File: src/rtl/gcd_pkg.sv
// Shared definitions for the GCD arbiter: default width, FSM states,
// requester indices and the round-robin winner selection.
package gcd_pkg;

  localparam int unsigned GCD_WIDTH = 8;

  typedef enum logic [1:0] {
    ST_IDLE = 2'd0,
    ST_CALC = 2'd1,
    ST_DONE = 2'd2
  } state_e;

  localparam logic REQ0 = 1'b0;
  localparam logic REQ1 = 1'b1;

  // On a tie the requester that was not served last wins; otherwise the
  // only active requester wins. Callers only use the result when a req is high.
  function automatic logic pick_winner(input logic r0, input logic r1, input logic last);
    logic w;
    if (r0 && r1) begin
      w = (last == REQ0) ? REQ1 : REQ0;
    end else if (r1) begin
      w = REQ1;
    end else begin
      w = REQ0;
    end
    return w;
  endfunction

endpackage

File: src/rtl/gcd_step.sv
// One step of subtractive GCD. Purely combinational: given the current
// operands it reports whether the computation has terminated, the result
// if so, and the operands after one subtraction otherwise.
module gcd_step #(
  parameter int unsigned WIDTH = 8
) (
  input  logic [WIDTH-1:0] a_i,
  input  logic [WIDTH-1:0] b_i,
  output logic [WIDTH-1:0] a_o,
  output logic [WIDTH-1:0] b_o,
  output logic             term_o,
  output logic [WIDTH-1:0] res_o
);

  // Larger operand is always the minuend, so the subtraction cannot wrap.
  always_comb begin
    a_o    = a_i;
    b_o    = b_i;
    term_o = (a_i == b_i) || (a_i == '0) || (b_i == '0);
    // a==0 yields b (covers gcd(0,0)=0); otherwise a (covers b==0 and a==b).
    res_o  = (a_i == '0) ? b_i : a_i;
    if (a_i > b_i) begin
      a_o = a_i - b_i;
    end else begin
      b_o = b_i - a_i;
    end
  end

endmodule

File: src/rtl/gcd_arbiter.sv
// Two-requester GCD engine with a round-robin arbiter. One request is
// accepted in IDLE, reduced one subtraction per cycle in CALC, and the
// result is announced with a one-cycle done pulse from DONE.
module gcd_arbiter
  import gcd_pkg::*;
#(
  parameter int unsigned WIDTH = GCD_WIDTH
) (
  input  logic             clk,
  input  logic             rst_n,
  input  logic             req0,
  input  logic             req1,
  input  logic [WIDTH-1:0] x0,
  input  logic [WIDTH-1:0] y0,
  input  logic [WIDTH-1:0] x1,
  input  logic [WIDTH-1:0] y1,
  output logic             gnt0,
  output logic             gnt1,
  output logic             done0,
  output logic             done1,
  output logic [WIDTH-1:0] res,
  output logic             busy
);

  state_e           state_q, state_d;
  logic [WIDTH-1:0] a_q, a_d, b_q, b_d, res_q, res_d;
  logic             sel_q, sel_d;   // requester currently being served
  logic             last_q, last_d; // requester served most recently
  logic             gnt0_q, gnt0_d, gnt1_q, gnt1_d;
  logic             done0_q, done0_d, done1_q, done1_d;
  logic             busy_q, busy_d;

  logic [WIDTH-1:0] a_step, b_step, res_step;
  logic             term_step;
  logic             winner;

  gcd_step #(.WIDTH(WIDTH)) u_step (
    .a_i    (a_q),
    .b_i    (b_q),
    .a_o    (a_step),
    .b_o    (b_step),
    .term_o (term_step),
    .res_o  (res_step)
  );

  // Next-state, datapath and registered-output logic for the FSM.
  always_comb begin
    state_d = state_q;
    a_d     = a_q;
    b_d     = b_q;
    res_d   = res_q;
    sel_d   = sel_q;
    last_d  = last_q;
    gnt0_d  = 1'b0;
    gnt1_d  = 1'b0;
    done0_d = 1'b0;
    done1_d = 1'b0;
    winner  = pick_winner(req0, req1, last_q);
    case (state_q)
      ST_IDLE: begin
        if (req0 || req1) begin
          sel_d   = winner;
          a_d     = (winner == REQ1) ? x1 : x0;
          b_d     = (winner == REQ1) ? y1 : y0;
          gnt0_d  = (winner == REQ0);
          gnt1_d  = (winner == REQ1);
          state_d = ST_CALC;
        end
      end
      ST_CALC: begin
        if (term_step) begin
          res_d   = res_step;
          done0_d = (sel_q == REQ0);
          done1_d = (sel_q == REQ1);
          state_d = ST_DONE;
        end else begin
          a_d = a_step;
          b_d = b_step;
        end
      end
      ST_DONE: begin
        // The pointer moves only here, so a tie seen during CALC/DONE
        // cannot influence the transaction already in flight.
        last_d  = sel_q;
        state_d = ST_IDLE;
      end
      default: state_d = ST_IDLE;
    endcase
    busy_d = (state_d != ST_IDLE);
  end

  // State and output registers; reset abandons any transaction in flight.
  always_ff @(posedge clk or negedge rst_n) begin
    if (!rst_n) begin
      state_q <= ST_IDLE;
      a_q     <= '0;
      b_q     <= '0;
      res_q   <= '0;
      sel_q   <= REQ0;
      last_q  <= REQ1;
      gnt0_q  <= 1'b0;
      gnt1_q  <= 1'b0;
      done0_q <= 1'b0;
      done1_q <= 1'b0;
      busy_q  <= 1'b0;
    end else begin
      state_q <= state_d;
      a_q     <= a_d;
      b_q     <= b_d;
      res_q   <= res_d;
      sel_q   <= sel_d;
      last_q  <= last_d;
      gnt0_q  <= gnt0_d;
      gnt1_q  <= gnt1_d;
      done0_q <= done0_d;
      done1_q <= done1_d;
      busy_q  <= busy_d;
    end
  end

  assign gnt0  = gnt0_q;
  assign gnt1  = gnt1_q;
  assign done0 = done0_q;
  assign done1 = done1_q;
  assign res   = res_q;
  assign busy  = busy_q;

endmodule

File: config.mk
export PLATFORM = sky130hd
export DESIGN_NAME = gcd_arbiter
export DESIGN_NICKNAME = d
export VERILOG_FILES = /design/src/rtl/gcd_pkg.sv /design/src/rtl/gcd_step.sv /design/src/rtl/gcd_arbiter.sv
export SDC_FILE = /design/constraint.sdc
export NUM_CORES = 1
export LEC_CHECK = 0
export ABC_AREA = 1
export CAP_MARGIN = 20
export CORE_MARGIN = 10
export CORE_UTILIZATION = 48
export CTS_CLUSTER_SIZE = 16
export DETAILED_ROUTE_END_ITERATION = 8
export MAX_ROUTING_LAYER = met4
export PLACE_DENSITY_LB_ADDON = 0.12
export SYNTH_ARGS = -nofsm -noshare
export SYNTH_HDL_FRONTEND = slang
export SYNTH_SLANG_ARGS = --single-unit
File: constraint.sdc
create_clock -name clk -period 1.9 [get_ports clk]
set_input_delay 0.57 -clock clk [delete_from_list [all_inputs] [get_ports clk]]
set_output_delay 0.57 -clock clk [all_outputs]
set_load 0.1 [all_outputs]
# --- Yosys cells after proc, flatten, opt, wreduce, memory -nomap -nowiden ---
# Index checks and enable logic that the tools add are counted.
# W data, S select, Z words.
classes:
  n_addsub: 2
  n_lt_le_gt_ge: 1
  n_eq_ne: 7
  mux: 25
  n_bitwise: 2
  reduce_logical: 13
op_table:
  columns: ["cell", "n"]
  rows:
  - ["$mux W8", 9]
  - ["$pmux W8 S2", 2]
  - ["$logic_not A8 Y1", 2]
  - ["$sub A8 B8 Y8", 2]
  - ["$mux W1", 11]
  - ["$eq A8 B8 Y1", 1]
  - ["$gt A8 B8 Y1", 1]
  - ["$reduce_and A4 Y1", 2]
  - ["$ne A2 B2 Y1 const B", 3]
  - ["$mux W2", 2]
  - ["$pmux W2 S2", 1]
  - ["$reduce_and A2 Y1", 2]
  - ["$reduce_bool A2 Y1", 2]
  - ["$logic_or A1 B1 Y1", 3]
  - ["$eq A2 B1 Y1 const B", 1]
  - ["$eq A2 B2 Y1 const B", 1]
  - ["$logic_not A2 Y1", 1]
  - ["$ne A2 B1 Y1 const B", 1]
  - ["$not A1 Y1", 2]
  - ["$logic_and A1 B1 Y1", 1]
totals:
  ff_bits: 33
  output_inout_bits: 13

# --- Longest topological paths before layout ---
# Gate-level depths: netlist (run 1).
logic_depth:
  ltp_word: 6
  ltp_mapped: 13

# --- Modules after synthesis ---
# A second synthesis (run 1) with hierarchy kept.
hier_totals:
  hier_cells: 423
  hier_area_um2: 2795.2
by_module_without_submodules:
  columns: ["module", "instances", "cells_each", "area_per_inst_um2", "seq_area_each_um2"]
  rows:
  - ["gcd_arbiter", 1, 223, 1642.8, 827.0]
  - ["gcd_step", 1, 200, 1152.4, 0.0]

# --- Worst setup path before layout (run 1) ---
# OpenSTA, ideal clock, no wires.
synth_path:
  path_type: "flip-flop to flip-flop"
  from: "register a_q[0]"
  to: "register a_q[1]"
  setup_time_ns: 0.116
  t_arrival_ns: 1.731
  slack_ns: 0.053
  path_stages_with_launch: 14
  cell_sequence: "dfrtp_1 -> inv_1 -> ha_1 -> fa_1 -> inv_1 -> nand2_1 -> nand2_1 -> nand3_2 -> nand2_2 -> nand2_4 -> nand2_4 -> nand3_4 -> nand2_1 -> nand2_1"
synth_via:
  elab_chain_cells: 5
  elab_cells_between_ends: 12
synth_lines:
  columns: ["element", "line", "source"]
  rows:
  - ["start, declared", "gcd_arbiter.sv:26", "logic [WIDTH-1:0] a_q, a_d, b_q, b_d, res_q, res_d;"]
  - ["start signal, assigned", "gcd_arbiter.sv:96", "a_q <= '0;"]
  - ["start signal, assigned", "gcd_arbiter.sv:108", "a_q <= a_d;"]
  - ["parallel branches: the longest is 5 deep, another holds $sub A8 B8 Y8", null, null]
# Several ways; the timed one is not identified. The select of a mux whose other input is x is not followed.
# A chain may end at the register's enable or synchronous reset.

# --- Worst setup path in the final report (run 1) ---
layout_path:
  from: "register a_q[0]"
  to: "register a_q[4]"
# The elaborated chain is that of the path after synthesis.

==> run summary, run 1 <==
FINAL LAYOUT
------------------------------------------------------------------------------
Total area of multi-input combinational cells                         1720 µm²
Filler cells                                                               382
Area taken by flip-flops and latches                                   828 µm²
Share of cells above drive strength 1                                    0.280
Layout-stage area growth over the synthesis result                       50.4%
Final layout net count                                                     502
Diodes inserted                                                              0

GRT
------------------------------------------------------------------------------
Maximum number of pins on one net before global-route repair                34
Grt total ovfl                                                               0
Antenna violations before repair                                             0
Via count of the first global-routing pass                                2697
Total routing usage reported by global routing                           0.181
Global-route wire length before repair                                 12.6 mm

DRT
------------------------------------------------------------------------------
Via count of the routed design                                            2681
DRT iter0 DRCs                                                             197
Routed Wire Length                                                     7.69 mm
Average via count per standard cell                                       5.16
Routed wire per std cell                                               14.8 µm
Iteration count of the initial detailed-routing pass                         5
Final antenna-violating net count                                            0
DR DRC count                                                                 0

SYNTH
------------------------------------------------------------------------------
Proportion of synthesized chip area in sequential cells                  0.323
Syn. warnings                                                                0
Synthesized area                                                      2560 µm²
Cell taking the most area after synthesis                              dfrtp_1
Area share of the largest cell type after synthesis                      0.313
Syn Inst Count                                                             361
Average cell area after synthesis                                     7.09 µm²
Area contributors post-synth                                      dfrtp_1, nand2_1, ha_1
Netlist cell types                                                          33
Total nets after synthesis                                                 414
Number of synthesized register bits                                         33

FLOORPLANNING
------------------------------------------------------------------------------
Die boundary height                                                    93.0 µm
Initial core utilization                                                 0.498
Core area                                                             5140 µm²
Die Wd                                                                 93.0 µm
Num rows                                                                    26
Num ports                                                                   49
Die footprint                                                         8660 µm²

SETUP PATH
------------------------------------------------------------------------------
Critical Path End Type                                                    flop
Required @ worst endpoint                                              2.08 ns
Worst setup SP type                                                       flop
Source of the critical timing path                                a_q[0]$_DFFE_PN0P_
Start-to-end type of the worst setup path                         flop to flop
Critical path peak fanout                                                    8
Data arrival, critical path                                            2.14 ns
RR Endpoint                                                       a_q[4]$_DFFE_PN0P_
Worst-case register-to-register setup slack                           -0.06 ns
Worst R2R Start                                                   a_q[0]$_DFFE_PN0P_
Worst reg2reg path depth                                                    13

CLOCK TREE
------------------------------------------------------------------------------
Clock transition at the registers of the reported paths                0.07 ns
TritonCTS clock tree                                                      done
Insertion delay of the later-clocked pin in the worst-skew pair        0.29 ns
Maximum buffer depth of the clock tree                                       2
CTS Root Buffer Type                                                  clkbuf_8
Clock buffers created by TritonCTS                                           5
Max H-tree Level                                                             2
Hold_buf cts                                                                 0
Sink Count                                                                  33

STA
------------------------------------------------------------------------------
Post-route clock period utilization                                       1.03
Final critical delay including setup and external delays               1.96 ns
Number of max-slew violations in the final report                            0
Final Hold Vio Count                                                         0
Worst slew margin relative to its limit                                  0.749
Clock skew after layout                                             0.00660 ns
Transition at the pin with the smallest max-transition slack          0.372 ns
Final setup violation count                                                  8
Final WS setup                                                      -0.0576 ns
Setup repair after global routing missed its margin                       true
Maximum frequency from static timing analysis                        0.511 GHz

OUTCOME
------------------------------------------------------------------------------
Violations in the final reports                                   setup timing
Result of the run                                                 finished, violations left

MIN PATH
------------------------------------------------------------------------------
Depth of the worst hold-timing path                                          1
Path type of the worst min-delay path                             flop to flop
Worst hold path endpoint                                          done0$_DFF_PN0_
Launch point of the worst hold path                               sel_q$_DFFE_PN0P_

PLACED DESIGN
------------------------------------------------------------------------------
Worst setup slack before clock tree synthesis                        -0.193 ns
DP HPWL                                                                5.86 mm
Placer's final routability congestion estimate                           0.943
I/O Buffers                                                                 48

JOB
------------------------------------------------------------------------------
MaxCap Viol Count                                                            0

==> routing by layer <==
metal / vias to the layer above / routed length (µm) / GRT usage / part of all wire
met2: 117 / 3470 / 0.283 / 0.45
met5: - / 0 / - / 0
li1: 1323 / - / - / -
met3: 17 / 457 / 0.0352 / 0.059
met4: 0 / 159 / 0.0514 / 0.021
met1: 1224 / 3610 / 0.233 / 0.47
==> synthesized netlist by cell type (all sizes together) <==
| library cell | n |
|---|---|
| nand2 | 125 |
| clkinv | 1 |
| nand4 | 2 |
| nand3b | 1 |
| dfrtp | 32 |
| nor2 | 43 |
| nand3 | 17 |
| a21oi | 21 |
| ha | 15 |
| o21ai | 35 |
| dfstp | 1 |
| fa | 2 |
| xnor2 | 1 |
| xor2 | 2 |
| o21bai | 8 |
| o22ai | 2 |
| inv | 43 |
| buf | 7 |
| clkbuf | 1 |
| or2 | 1 |
| a31oi | 1 |
==> per-stage QoR <==
stage	util	cells	setup TNS [ns]	cell area, µm²	hold slack (ns)
3_5_place_dp	0.683	507	-2.04	3510	0.470
2_1_floorplan	-	361	0	2560	0.274
6_report	0.750	520	-0.394	3850	0.479
3_3_place_gp	0.683	507	-1.46	3510	0.444
5_1_grt	0.750	520	-1.24	3850	0.509
4_1_cts	0.719	518	-0.0101	3690	0.481
==> worst max-delay path, stage by stage (launching register included) <==
cell     delay (ns)
dfrtp_1        0.37
inv_2          0.06
ha_4           0.16
fa_2           0.33
inv_2          0.09
nand2_2        0.05
nand2_2        0.07
nand3_2        0.10
nand2_4        0.11
nand2_8        0.07
nand2_4        0.09
nand3_4        0.16
nand2_2        0.11
nand2_1        0.05
==> registers in the layout, indices dropped and copies added (netlist names) <==
| register | flops |
|---|---|
| gnt0 | 1 |
| last_q | 1 |
| done1 | 1 |
| state_q | 2 |
| a_q | 8 |
| sel_q | 1 |
| b_q | 8 |
| done0 | 1 |
| gnt1 | 1 |
| res | 8 |
| busy | 1 |
==> worst max path at each step <==
stage,depth (start not counted),endpoint
after floorplan,13,a_q[1]$_DFFE_PN0P_
after global placement,13,a_q[5]$_DFFE_PN0P_
after detailed placement,8,a_q[2]$_DFFE_PN0P_
after CTS,13,a_q[5]$_DFFE_PN0P_
after global routing,13,a_q[6]$_DFFE_PN0P_
final,13,a_q[4]$_DFFE_PN0P_
==> area by class of cell <==
| class | instances | area share |
|---|---|---|
| timing repair buffer | 88 | 0.243 |
| clock buffer | 7 | 0.0224 |
| clock inverter | 1 | 0.00779 |
| inverter | 44 | 0.0429 |
| multi-input combinational | 277 | 0.446 |
| sequential | 33 | 0.215 |
| tap | 70 | 0.0227 |
==> what timing repair did <==
item | in CTS | in global routing
pin swaps | 4 | 15
gates cloned | 0 | 1
endpoints found under the setup margin | 17 | 24
resized for setup | 12 | 27
hold endpoints to repair | 0 | 0
setup buffers | 3 | 2
==> cell families after synthesis <==
family          after synthesis  share of synthesized area
simple gates                189                      0.341
compound gates               67                      0.155
buf+inv                      52                     0.0821
flops                        33                      0.323
fa+ha+maj                    17                     0.0889
xor+xnor                      3                     0.0103
==> cell usage in the layout, fill, tap and decap left out, drive strengths merged <==
cell and count:
xor2 2, clkdlybuf4s50 35, nand2 126, dfrtp 32, xnor2 1, o22ai 2, nor2 43, bufinv 1
fa 2, nand3b 1, nand4 2, o21bai 8, clkbuf 7, ha 15, nand3 17, o21ai 35
or2 1, dfstp 1, a21oi 21, buf 53, inv 44, a31oi 1
Power of run 1 is left out: the tool's default activity adds up to more than one toggle a clock period on the data nets, which glitch-free logic cannot reach.
==> run 2: changes to the inputs <==
--- a/config.mk
+++ b/config.mk
@@ -7,7 +7,7 @@
 export LEC_CHECK = 0
 export ABC_AREA = 1
 export CAP_MARGIN = 20
-export CORE_MARGIN = 10
+export CORE_MARGIN = 2
 export CORE_UTILIZATION = 48
 export CTS_CLUSTER_SIZE = 16
 export DETAILED_ROUTE_END_ITERATION = 8
@@ -16,3 +16,4 @@
 export SYNTH_ARGS = -nofsm -noshare
 export SYNTH_HDL_FRONTEND = slang
 export SYNTH_SLANG_ARGS = --single-unit
+export TNS_END_PERCENT = 5
==> run 2 against run 1 <==
The flow still finishes with violations (setup timing). Critical path type unchanged. Non-clock buffer count increased by 1. Global-route usage increased by 8.3 points. Critical path depth decreased by 1. Largest cell class unchanged. Highest routed layer unchanged.
==> run summary, run 2 (same netlist as run 1, synthesis figures left out) <==
GRT
------------------------------------------------------------------------------
Total routing usage reported by global routing                           0.264   +0.0827
Global-route wire length before repair                                 12.2 mm   -3.0%
Grt total ovfl                                                               0   unchanged
Maximum number of pins on one net before global-route repair                34   unchanged
Antenna violations before repair                                             0   unchanged
Via count of the first global-routing pass                                2614   -3.1%

OUTCOME
------------------------------------------------------------------------------
Result of the run                                                 finished, violations left
Violations in the final reports                                   setup timing

STA
------------------------------------------------------------------------------
Final critical delay including setup and external delays               1.90 ns   -0.0570 ns
Post-route clock period utilization                                       1.00   -0.0300
Final Hold Vio Count                                                         0   unchanged
Final WS setup                                                    -0.000530 ns   +0.0570 ns
Setup repair after global routing missed its margin                       true
Final setup violation count                                                  1   -7
Number of max-slew violations in the final report                            0   unchanged
Transition at the pin with the smallest max-transition slack          0.426 ns   +0.0537 ns
Post-route worst hold slack                                           0.472 ns   -0.00689 ns
Clock skew after layout                                             0.00666 ns   +0.0000620 ns
Worst slew margin relative to its limit                                  0.713   -0.0362
Maximum frequency from static timing analysis                        0.526 GHz   +3.0%

MIN PATH
------------------------------------------------------------------------------
Worst hold path endpoint                                          done0$_DFF_PN0_
Launch point of the worst hold path                               sel_q$_DFFE_PN0P_
Path type of the worst min-delay path                             flop to flop
Depth of the worst hold-timing path                                          1   unchanged

FINAL LAYOUT
------------------------------------------------------------------------------
Leading cell type in the layout, fill and taps excluded                nand2_1
Share of cells above drive strength 1                                    0.249   -0.0311
Filler cells                                                               420   +9.9%
Diodes inserted                                                              0   unchanged
Non-filler cells in the finished layout                                    520   unchanged
Total area of multi-input combinational cells                         1600 µm²   -6.9%
Area taken by flip-flops and latches                                   827 µm²   -0.15%
Final layout net count                                                     502   unchanged
Final standard cell utilization of the core                              0.732   -0.0170
Layout-stage area growth over the synthesis result                       47.0%
Most used cells in the layout excluding fill and tap cells        nand2_1, inv_1, nor2_1, buf_4, clkdlybuf4s50_1
Final instance area                                                   3760 µm²   -2.3%

CLOCK TREE
------------------------------------------------------------------------------
Maximum buffer depth of the clock tree                                       2   unchanged
Hold_buf cts                                                                 0   unchanged
TritonCTS clock tree                                                      done
Clock transition at the registers of the reported paths                0.07 ns   about the same
Sink Count                                                                  33   unchanged
CTS Root Buffer Type                                                  clkbuf_8
Clock buffers created by TritonCTS                                           5   unchanged
Max H-tree Level                                                             2   unchanged
Setup Buffers After CTS                                                      0   -3
Insertion delay of the later-clocked pin in the worst-skew pair        0.28 ns   about the same

SETUP PATH
------------------------------------------------------------------------------
RR Endpoint                                                       a_q[5]$_DFFE_PN0P_
Required @ worst endpoint                                              2.07 ns   about the same
Start-to-end type of the worst setup path                         flop to flop
Critical Path End Type                                                    flop
Worst-case register-to-register setup slack                         -0.0005 ns   +0.06 ns
Worst reg2reg path depth                                                    12   -1
Data arrival, critical path                                            2.07 ns   -0.07 ns
Critical path peak fanout                                                    8   unchanged
Worst setup SP type                                                       flop
Worst R2R Start                                                   b_q[0]$_DFFE_PN0P_

FLOORPLANNING
------------------------------------------------------------------------------
Core area                                                             5140 µm²   unchanged
Die Wd                                                                 77.0 µm   -17%
Die boundary height                                                    77.0 µm   -17%
Die footprint                                                         5940 µm²   -31%
Num rows                                                                    26   unchanged
Num ports                                                                   49   unchanged
Initial core utilization                                                 0.498   unchanged

PLACED DESIGN
------------------------------------------------------------------------------
DP HPWL                                                                5.74 mm   -2.0%
I/O Buffers                                                                 48   unchanged
Instance area after placement                                         3570 µm²   +1.8%
# placed instances                                                         512   +0.99%
Placer's final routability congestion estimate                           0.933   -1.0%

DRT
------------------------------------------------------------------------------
Final antenna-violating net count                                            0   unchanged
DR DRC count                                                                 0   unchanged
Routed Wire Length                                                     7.05 mm   -8.4%
Via count of the routed design                                            2611   -2.6%
Iteration count of the initial detailed-routing pass                         4   -1
DRT iter0 DRCs                                                             162   -18%
Average via count per standard cell                                       5.02   -2.6%
Routed wire per std cell                                               13.5 µm   -8.4%

JOB
------------------------------------------------------------------------------
MaxCap Viol Count                                                            0   unchanged

[run 2: cell count changes in the layout (fill, tap and decap cells not counted), sizes merged]
cell	delta
nand2	-1
inv	-1
buf	+1
clkinv	+1
[run 2: worst max-delay path by stage]
| stage | startpoint | to | slack, ns |
|---|---|---|---|
| 6_report | b_q[0]$_DFFE_PN0P_ | a_q[5]$_DFFE_PN0P_ | -0.0005 |
| 2_1_floorplan | a_q[0]$_DFFE_PN0P_ | a_q[1]$_DFFE_PN0P_ | 0.05 |
| 4_1_cts | a_q[5]$_DFFE_PN0P_ | b_q[3]$_DFFE_PN0P_ | -0.0007 |
| 3_5_place_dp | req0 | a_q[6]$_DFFE_PN0P_ | -0.20 |
| 5_1_grt | a_q[0]$_DFFE_PN0P_ | b_q[4]$_DFFE_PN0P_ | -0.12 |
| 3_3_place_gp | req0 | a_q[6]$_DFFE_PN0P_ | -0.19 |
[run 2: critical path: stages, from the launching register on]
cell and delay [ns]:
dfrtp_1 0.39, ha_2 0.19, fa_2 0.33, inv_2 0.07
nand2_1 0.06, nand2_2 0.07, nand3_2 0.08, nand2_4 0.09
nand2_4 0.08, nand2_4 0.10, nand3_4 0.14, nand2_2 0.13
nand2_1 0.05
[run 2: layout make-up]
| class | count | share of cell area |
|---|---|---|
| clock buffers | 7 | 0.0229 |
| clock inverters | 1 | 0.00798 |
| inverters | 44 | 0.0439 |
| multi-input cells | 276 | 0.425 |
| flip-flops and latches | 33 | 0.220 |
| well taps | 70 | 0.0233 |
| repair buffers | 89 | 0.257 |
[run 2: metrics by stage]
| stage | worst slack (ns) | TNS, ns |
|---|---|---|
| detailed placement | -0.195 | -1.77 |
| CTS | -0.000672 | -0.000672 |
| finish | -0.000530 | -0.000530 |
| floorplan | 0.0528 | 0 |
| global placement | -0.187 | -1.27 |
| global route | -0.120 | -1.45 |
[run 2: layer usage]
metal / wire length, µm / global-route usage / part of all wire
met1: 3300 / 0.359 / 0.47
met2: 3280 / 0.431 / 0.47
met3: 386 / 0.0212 / 0.055
met4: 79 / 0.0643 / 0.011
met5: 0 / - / 0
[run 2: timing repair]
item | in CTS | in global routing
pin swaps | 6 | 4
resized for setup | 8 | 13
endpoints found under the setup margin | 16 | 24
Power of run 2 is left out for the same reason.
